<file path="config.mk">
export PLATFORM = sky130hd
export DESIGN_NAME = mult_sched
export DESIGN_NICKNAME = d
export VERILOG_FILES = /design/src/rtl/mult_sched_pkg.sv /design/src/rtl/rr_arbiter.sv /design/src/rtl/mult_sched.sv
export SDC_FILE = /design/constraint.sdc
export NUM_CORES = 1
export LEC_CHECK = 0
export CAP_MARGIN = 10
export CORE_ASPECT_RATIO = 0.8
export CORE_MARGIN = 5
export CORE_UTILIZATION = 25
export CTS_CLUSTER_DIAMETER = 100
export CTS_CLUSTER_SIZE = 30
export DETAILED_ROUTE_END_ITERATION = 8
export RECOVER_POWER = 50
export SLEW_MARGIN = 40
export SYNTH_ARGS = -nofsm -noshare
export SYNTH_HDL_FRONTEND = slang
export SYNTH_HIERARCHICAL = 1
export SYNTH_SLANG_ARGS = --single-unit
export TNS_END_PERCENT = 30
</file>
<file path="constraint.sdc">
create_clock -name clk -period 6.2 [get_ports clk]
set_input_delay 0.62 -clock clk [delete_from_list [all_inputs] [get_ports clk]]
set_output_delay 0.62 -clock clk [all_outputs]
set_load 0.005 [all_outputs]
</file>
<file path="src/rtl/mult_sched_pkg.sv">
// Shared types and timing constants for the multiplier scheduler.
package mult_sched_pkg;

    typedef enum logic [1:0] {StIdle, StLoad, StBusy, StDone} state_e;

    // Cycles from request acceptance to rsp_valid when the multiplier is used.
    function automatic int unsigned rsp_latency(input int unsigned data_width);
        return data_width / 2 + 3;
    endfunction

endpackage

</file>
<file path="src/rtl/rr_arbiter.sv">
// Round-robin arbiter: grants the first active request strictly after ptr_i, wrapping.
module rr_arbiter #(
    parameter int unsigned NUM_REQ = 4
) (
    input  logic [NUM_REQ-1:0]         req_i,
    input  logic [$clog2(NUM_REQ)-1:0] ptr_i,
    output logic [NUM_REQ-1:0]         grant_o
);
    localparam int unsigned IdW = $clog2(NUM_REQ);

    logic           found;
    logic [IdW-1:0] idx;

    always_comb begin
        grant_o = '0;
        found   = 1'b0;
        idx     = '0;
        // The pointer itself is visited last so the previous winner has lowest priority.
        for (int unsigned k = 1; k <= NUM_REQ; k++) begin
            idx = IdW'((32'(ptr_i) + k) % NUM_REQ);
            if (!found && req_i[idx]) begin
                grant_o[idx] = 1'b1;
                found        = 1'b1;
            end
        end
    end

endmodule

</file>
<file path="src/rtl/mult_sched.sv">
// Schedules NUM_REQ requesters onto one shared serial radix-4 Booth multiplier.
// Optional MULT_SCHED_ZERO_BYPASS_EN answers zero-operand requests without the multiplier.
module mult_sched
    import mult_sched_pkg::*;
#(
    parameter int unsigned DATA_WIDTH = 32,
    parameter int unsigned NUM_REQ    = 4
) (
    input  logic                          clk,
    input  logic                          rst_n,
    input  logic [NUM_REQ-1:0]            req_valid_i,
    output logic [NUM_REQ-1:0]            req_ready_o,
    input  logic [NUM_REQ*DATA_WIDTH-1:0] req_a_i,
    input  logic [NUM_REQ*DATA_WIDTH-1:0] req_b_i,
    output logic                          rsp_valid_o,
    input  logic                          rsp_ready_i,
    output logic [$clog2(NUM_REQ)-1:0]    rsp_id_o,
    output logic [2*DATA_WIDTH-1:0]       rsp_c_o,
    output logic [DATA_WIDTH-1:0]         m_a_o,
    output logic [DATA_WIDTH-1:0]         m_b_o,
    output logic                          m_valid_o,
    input  logic                          m_done_i,
    input  logic [2*DATA_WIDTH-1:0]       m_c_i
);
    localparam int unsigned IdW = $clog2(NUM_REQ);

    state_e                  state_q, state_d;
    logic [IdW-1:0]          ptr_q, ptr_d, id_q, id_d, gnt_idx;
    logic [DATA_WIDTH-1:0]   a_q, a_d, b_q, b_d, sel_a, sel_b;
    logic [2*DATA_WIDTH-1:0] c_q, c_d;
    logic [NUM_REQ-1:0]      grant;
    logic                    accept, zero_op;
    logic [DATA_WIDTH-1:0]   a_arr [NUM_REQ];
    logic [DATA_WIDTH-1:0]   b_arr [NUM_REQ];

    rr_arbiter #(
        .NUM_REQ(NUM_REQ)
    ) u_arb (
        .req_i  (req_valid_i),
        .ptr_i  (ptr_q),
        .grant_o(grant)
    );

    for (genvar g = 0; g < NUM_REQ; g++) begin : g_slice
        assign a_arr[g] = req_a_i[g*DATA_WIDTH +: DATA_WIDTH];
        assign b_arr[g] = req_b_i[g*DATA_WIDTH +: DATA_WIDTH];
    end

    always_comb begin
        gnt_idx = '0;
        for (int unsigned i = 0; i < NUM_REQ; i++) begin
            if (grant[i]) gnt_idx = IdW'(i);
        end
    end

    assign sel_a = a_arr[gnt_idx];
    assign sel_b = b_arr[gnt_idx];

    // Gated by rst_n so no requester sees a grant while reset is held.
    assign req_ready_o = (state_q == StIdle && rst_n) ? grant : '0;
    assign accept      = |(req_valid_i & req_ready_o);

`ifdef MULT_SCHED_ZERO_BYPASS_EN
    assign zero_op = (sel_a == '0) || (sel_b == '0);
`else
    assign zero_op = 1'b0;
`endif

    always_comb begin
        state_d = state_q;
        ptr_d   = ptr_q;
        id_d    = id_q;
        a_d     = a_q;
        b_d     = b_q;
        c_d     = c_q;
        unique case (state_q)
            StIdle: begin
                if (accept) begin
                    a_d   = sel_a;
                    b_d   = sel_b;
                    id_d  = gnt_idx;
                    ptr_d = gnt_idx;
                    if (zero_op) begin
                        c_d     = '0;
                        state_d = StDone;
                    end else begin
                        state_d = StLoad;
                    end
                end
            end
            StLoad: state_d = StBusy;
            StBusy: begin
                // The multiplier keeps shifting, so the product is valid on this cycle only.
                if (m_done_i) begin
                    c_d     = m_c_i;
                    state_d = StDone;
                end
            end
            StDone: begin
                if (rsp_ready_i) state_d = StIdle;
            end
        endcase
    end

    always_ff @(posedge clk or negedge rst_n) begin
        if (!rst_n) begin
            state_q <= StIdle;
            ptr_q   <= IdW'(NUM_REQ - 1);
            id_q    <= '0;
            a_q     <= '0;
            b_q     <= '0;
            c_q     <= '0;
        end else begin
            state_q <= state_d;
            ptr_q   <= ptr_d;
            id_q    <= id_d;
            a_q     <= a_d;
            b_q     <= b_d;
            c_q     <= c_d;
        end
    end

    assign rsp_valid_o = (state_q == StDone);
    assign rsp_id_o    = id_q;
    assign rsp_c_o     = c_q;
    assign m_a_o       = a_q;
    assign m_b_o       = b_q;
    assign m_valid_o   = (state_q == StLoad);

endmodule

</file>
==> results_dict.tcl, run 1 <==
set metrics [dict create \
    m1WireLength_um 11400 \
    post_cts_buffers 0 \
    startpoint_type "register" \
    cts_resized 0 \
    wl_um 29300 \
    rows 54 \
    cts_tree "yes" \
    dpl.hpwl_um 22600 \
    slowest_stage "dfstp_2" \
    ys_seq_area_frac 0.489 \
    route.detailed.drc 0 \
    rr_worst_depth 11 \
    hold_violations 0 \
    crit_chain "inv_1, ha_1, mux4_1, nor4b_4, nand2_1, o211ai_1, buf_4, and3_1, clkdlybuf4s50_1" \
    area_delta_synth_final_pct 80.6 \
    highest_layer "met4" \
    grt_first_pass_wirelength_um 42900 \
    dieArea_sq_um 30900 \
    synth_edf_count 0 \
    mostFrequentLayoutCell "clkdlybuf4s50_1" \
    synth_area_leaders "dfrtp_1 48%, mux2_2 15%, a222oi_1 9.5%" \
    fin_util 0.456 \
    cts_hold_buffers 0 \
    fin_setup_tns_ps 0 \
    final_net_count 1361 \
    root_buffer "clkbuf_16" \
    worstPathRequired_ps 5580 \
    worstSetupEndpointType "primary output" \
    setup_viol 0 \
    synth.net_count 917 \
    start_util 0.253 \
    yosysWarnings 6 \
    cts.clk_slew.worst_paths_ps 60 \
    period_needed_ps 4560 \
    hold_class "register to register" \
    synth_area_per_cell_sq_um 11.9 \
    drv_cap 3 \
    cp.arrival_ps 3940 \
    hold-path-endpoint "rsp_id_o[0]$_DFFE_PN0P_" \
    violations "max-capacitance violations, max-slew violations" \
    cts_sinks 134 \
    p_total_mw 6.44 \
    fin_crit_sh 0.735 \
    grt_usage 0.181 \
    p_leak_nw 4.91 \
    overflow 0 \
    synthCells 576 \
    worstHoldPathCells 1 \
    io_pins 464 \
    synth-main-ff-cell "dfrtp_1" \
    tightest_slew_ps 3730 \
    synth_top_area_cell "dfrtp_1" \
    cts-htree-levels 4 \
    routabilityCongestion 0.775 \
    die-height_um 158 \
    synthDistinctLibCells 28 \
    powerDensity_nw_per_um2 520 \
    first_iter_violations 489 \
    numCtsBuffers 17 \
    r2r-start "ptr_q[0]$_DFFE_PN1P_" \
    status "complete, but fails checks" \
    slew_headroom -1.49 \
    portBuffers 463 \
    grt_pass1_vias 6966 \
    worst_slack_ps 1640 \
    antenna_cells 0 \
    wl_met3_um 2910 \
    synth_top_area_frac 0.481 \
    drt-vias-per-instance 4.80 \
    drt-pass1-iter-count 6 \
    final_cell_mix "453 x clkdlybuf4s50_1, 132 x dfrtp_1, 91 x mux2_2" \
    critical_path.max_stage_delay_ps 660 \
    reg2reg_slack_ps 2020 \
    drv_slew 137 \
    detail_route.wl_per_cell_um 21.0 \
    num_vias 6703 \
    dp_slack_ps 1950 \
    final_layout_size_suffix_gt1_frac 0.136 \
    ant_nets 0 \
    crit_path_max_fanout 39 \
    rsz0062_at_grt "no" \
    worstSetupPathType "register to primary output" \
    hold_start "rsp_id_o[0]$_DFFE_PN0P_" \
    core_area_sq_um 27200 \
    irDropWorstVdd_mv 0.282 \
    ys_seq_elements 134 \
    grt_max_degree 77 \
    insertion_delay_ps 420 \
    ys_async_sr_fraction 1.00 \
    finClkSkew_ps 8.80 \
    met2_length_um 14800 \
    netlist_area_sq_um 6860 \
    dieWidth_um 195 \
    r2r_end "m_b_o[19]$_DFFE_PN0P_" \
    clock_path_buffers 2 \
    grt_antenna_before_repair 0 \
    fmax_ghz 0.219 \
]
## cell families after synthesis
group           share of synthesized area
compound gates                      0.157
mux                                 0.227
flops                               0.489
simple gates                       0.0554
buf+inv                            0.0469
fa+ha+maj                          0.0237
## worst max-delay path, delay by kind of cell, from the launching register on
family	cells	cell delay, ps
fa+ha+maj	1	340
simple gates	3	650
mux	1	620
buf+inv	3	1130
flops	1	660
compound gates	1	120
## sequential cells by signal, summed over array words and instances (netlist names)
| signal | flops |
|---|---|
| rsp_c_o | 64 |
| ptr_q | 2 |
| state_q | 2 |
| m_a_o | 32 |
| rsp_id_o | 2 |
| m_b_o | 32 |
## synthesized netlist by cell type (4+ instances only)
| master | instances |
|---|---|
| a21oi_1 | 71 |
| nor3b_1 | 4 |
| o211ai_1 | 4 |
| mux2_1 | 38 |
| clkbuf_1 | 6 |
| buf_2 | 32 |
| a222oi_1 | 65 |
| inv_1 | 12 |
| nand2_1 | 9 |
| mux2_2 | 91 |
| buf_6 | 6 |
| nor2_1 | 70 |
| dfrtp_1 | 132 |
| ha_1 | 13 |
## layout make-up
cell class	count	area, sq um
repair buffers	474	4740
fillers	2545	14800
inverters	12	45.0
clock inverters	12	146
multi-input cells	381	3210
well taps	364	455
flip-flops and latches	134	3360
clock buffers	19	443
## layer usage
layer  up-vias  GRT usage
met5         -          0
met4         0     0.0342
met3        17     0.0757
met2       322      0.311
met1      3267      0.215
li1       3097          -
## where the power goes
group / switching, mW / total [mW] / internal [mW]
combinational: 1.79 / 3.83 / 2.04
sequential: 0.249 / 1.59 / 1.34
clock: 0.416 / 1.02 / 0.608
## how the worst max path moves through the flow
stage | startpoint | to | slack, ps | cells after the start
floorplan | ptr_q[0]$_DFFE_PN1P_ | req_ready_o[3] | 2680 | 10
global route | ptr_q[0]$_DFFE_PN1P_ | req_ready_o[1] | 1350 | 9
finish | ptr_q[0]$_DFFE_PN1P_ | req_ready_o[1] | 1640 | 9
CTS | ptr_q[0]$_DFFE_PN1P_ | req_ready_o[1] | 1570 | 9
global placement | req_valid_i[2] | rsp_id_o[0]$_DFFE_PN0P_ | 2050 | 11
detailed placement | req_valid_i[2] | rsp_id_o[0]$_DFFE_PN0P_ | 1950 | 11
## through the flow
stage	area (sq um)	hold WS, ps	instances
3_3_place_gp	11800	477	1364
5_1_grt	12400	519	1396
6_report	12400	498	1396
3_5_place_dp	11800	488	1364
2_1_floorplan	6860	324	576
4_1_cts	12400	74.3	1395
Note: power is estimated with default switching activity, not from simulation.
==> inputs of run 2 (changes only) <==
Clock period 6.2 ns to 3.75 ns, I/O delays scaled along.
==> results_dict.tcl, run 2 (synthesis results as in run 1) <==
set metrics [dict create \
    area_delta_synth_final_pct 84.1 \
    r2r_end "m_a_o[11]$_DFFE_PN0P_" \
    rr_worst_depth 14 \
    cts_tree "yes" \
    fmax_ghz 0.279 \
    drv_slew 110 \
    crit_chain "inv_2, ha_4, mux4_2, nor4b_4, nand2_1, o211ai_1, clkbuf_16, and3_1, clkdlybuf4s50_1" \
    dieWidth_um 195 \
    clock_path_buffers 2 \
    io_pins 464 \
    worstPathRequired_ps 3380 \
    drt-vias-per-instance 4.81 \
    fin_setup_tns_ps 0 \
    worstSetupPathType "register to primary output" \
    num_vias 6808 \
    route.detailed.drc 0 \
    hold_class "input port to asynchronous set/reset pin" \
    violations "max-capacitance violations, max-slew violations" \
    hold_violations 0 \
    final_layout_size_suffix_gt1_frac 0.156 \
    fillers 2545 \
    final_net_count 1378 \
    period_needed_ps 3590 \
    numCtsBuffers 17 \
    routabilityCongestion 0.808 \
    overflow 0 \
    die-height_um 158 \
    setup_viol 0 \
    worstSetupEndpointType "primary output" \
    core_area_sq_um 27200 \
    critical_path.max_stage_delay_ps 550 \
    cts.clk_slew.worst_paths_ps 60 \
    slew_headroom -0.568 \
    reg2reg_slack_ps 310 \
    mostFrequentLayoutCell "clkdlybuf4s50_1" \
    worst-path-buf-inv 3 \
    dieArea_sq_um 30900 \
    multiInputGateArea_sq_um 3210 \
    cts_sinks 134 \
    root_buffer "clkbuf_16" \
    startpoint_type "register" \
    r2r-start "ptr_q[0]$_DFFE_PN1P_" \
    ant_nets 0 \
    dpl.hpwl_um 22900 \
    finClkSkew_ps 12.8 \
    tightest_slew_ps 2350 \
    first_iter_violations 468 \
    p_leak_nw 5.04 \
    rsz0062_at_grt "no" \
    fin_crit_sh 0.956 \
    start_util 0.253 \
    drt-pass1-iter-count 8 \
    p_total_mw 10.9 \
    largest_reg_flops 64 \
    wl_um 30100 \
    grt_max_degree 70 \
    cp_top_family "buffers and inverters" \
    cp.arrival_ps 3210 \
    drv_cap 2 \
    grt_first_pass_wirelength_um 44100 \
    irDropWorstVdd_mv 0.684 \
    portBuffers 463 \
    detail_route.wl_per_cell_um 21.3 \
    slowest_stage "dfstp_2" \
    cts-htree-levels 4 \
    grt_pass1_vias 7142 \
    final_cell_mix "394 x clkdlybuf4s50_1, 132 x dfrtp_1, 91 x mux2_2" \
    status "complete, but fails checks" \
    powerDensity_nw_per_um2 863 \
    grt_usage 0.186 \
    seq_area_sq_um 3360 \
    insertion_delay_ps 420 \
    crit_path_max_fanout 4 \
    grt_antenna_before_repair 2 \
    rows 54 \
]
[run 2: final cells by class]
cell class / count / area share
Tap cell: 364 / 0.0361
Timing Repair Buffer: 491 / 0.394
Inverter: 12 / 0.00357
Sequential cell: 134 / 0.266
Clock buffer: 19 / 0.0351
Antenna cell: 1 / 0.000198
Multi-Input combinational cell: 381 / 0.254
Clock inverter: 13 / 0.0114
[run 2: routing by layer]
layer  routed length [um]  GRT usage  up-vias
li1                     -          -     3138
met1                11900      0.225     3283
met2                14800      0.313      352
met3                 2930     0.0736       33
met4                  467     0.0492        2
met5                   13          0        -
[run 2: what timing repair did]
action	4_1_cts	5_1_grt
endpoints found under the hold margin	26	0
cloned	1	0
pin swaps	3	2
gates resized for setup	4	4
setup endpoints to repair	3	16
hold buffers	1	0
buffers inserted	4	1
[run 2: power by group]
group | internal, mW | switching [mW]
registers | 2.21 | 0.376
logic | 3.49 | 3.11
clock network | 1.01 | 0.701
[run 2: worst max-delay path by stage]
stage / from / end / cells after the start / slack, ps
final: ptr_q[0]$_DFFE_PN1P_ / req_ready_o[1] / 9 / 160
after global routing: ptr_q[1]$_DFFE_PN1P_ / req_ready_o[1] / 9 / 20
after CTS: ptr_q[1]$_DFFE_PN1P_ / req_ready_o[1] / 9 / 4
after detailed placement: ptr_q[1]$_DFFE_PN1P_ / m_b_o[5]$_DFFE_PN0P_ / 11 / 150
after global placement: ptr_q[1]$_DFFE_PN1P_ / req_ready_o[2] / 9 / 190
after floorplan: ptr_q[0]$_DFFE_PN1P_ / req_ready_o[3] / 10 / 480
[run 2: worst register-to-register path, cell delays in order (launching register included)]
cell and delay, ps:
dfstp_2 550, inv_2 70, ha_4 270, mux4_2 530, nor4b_4 290, nand2_1 90, o211ai_1 150, clkbuf_16 200
buf_4 240, a22oi_1 170, a21oi_4 190, buf_12 240, buf_12 200, nor2_1 50, a21oi_1 120
[run 2: through the flow]
stage	instance area, sq um	setup slack, ps	utilization	std cells	hold WS [ps]
floorplan	6860	480	-	576	79.4
global placement	12000	194	0.441	1375	292
detailed placement	12000	146	0.441	1375	295
CTS	12600	3.99	0.465	1413	422
global route	12600	19.0	0.465	1415	437
finish	12600	165	0.465	1415	420
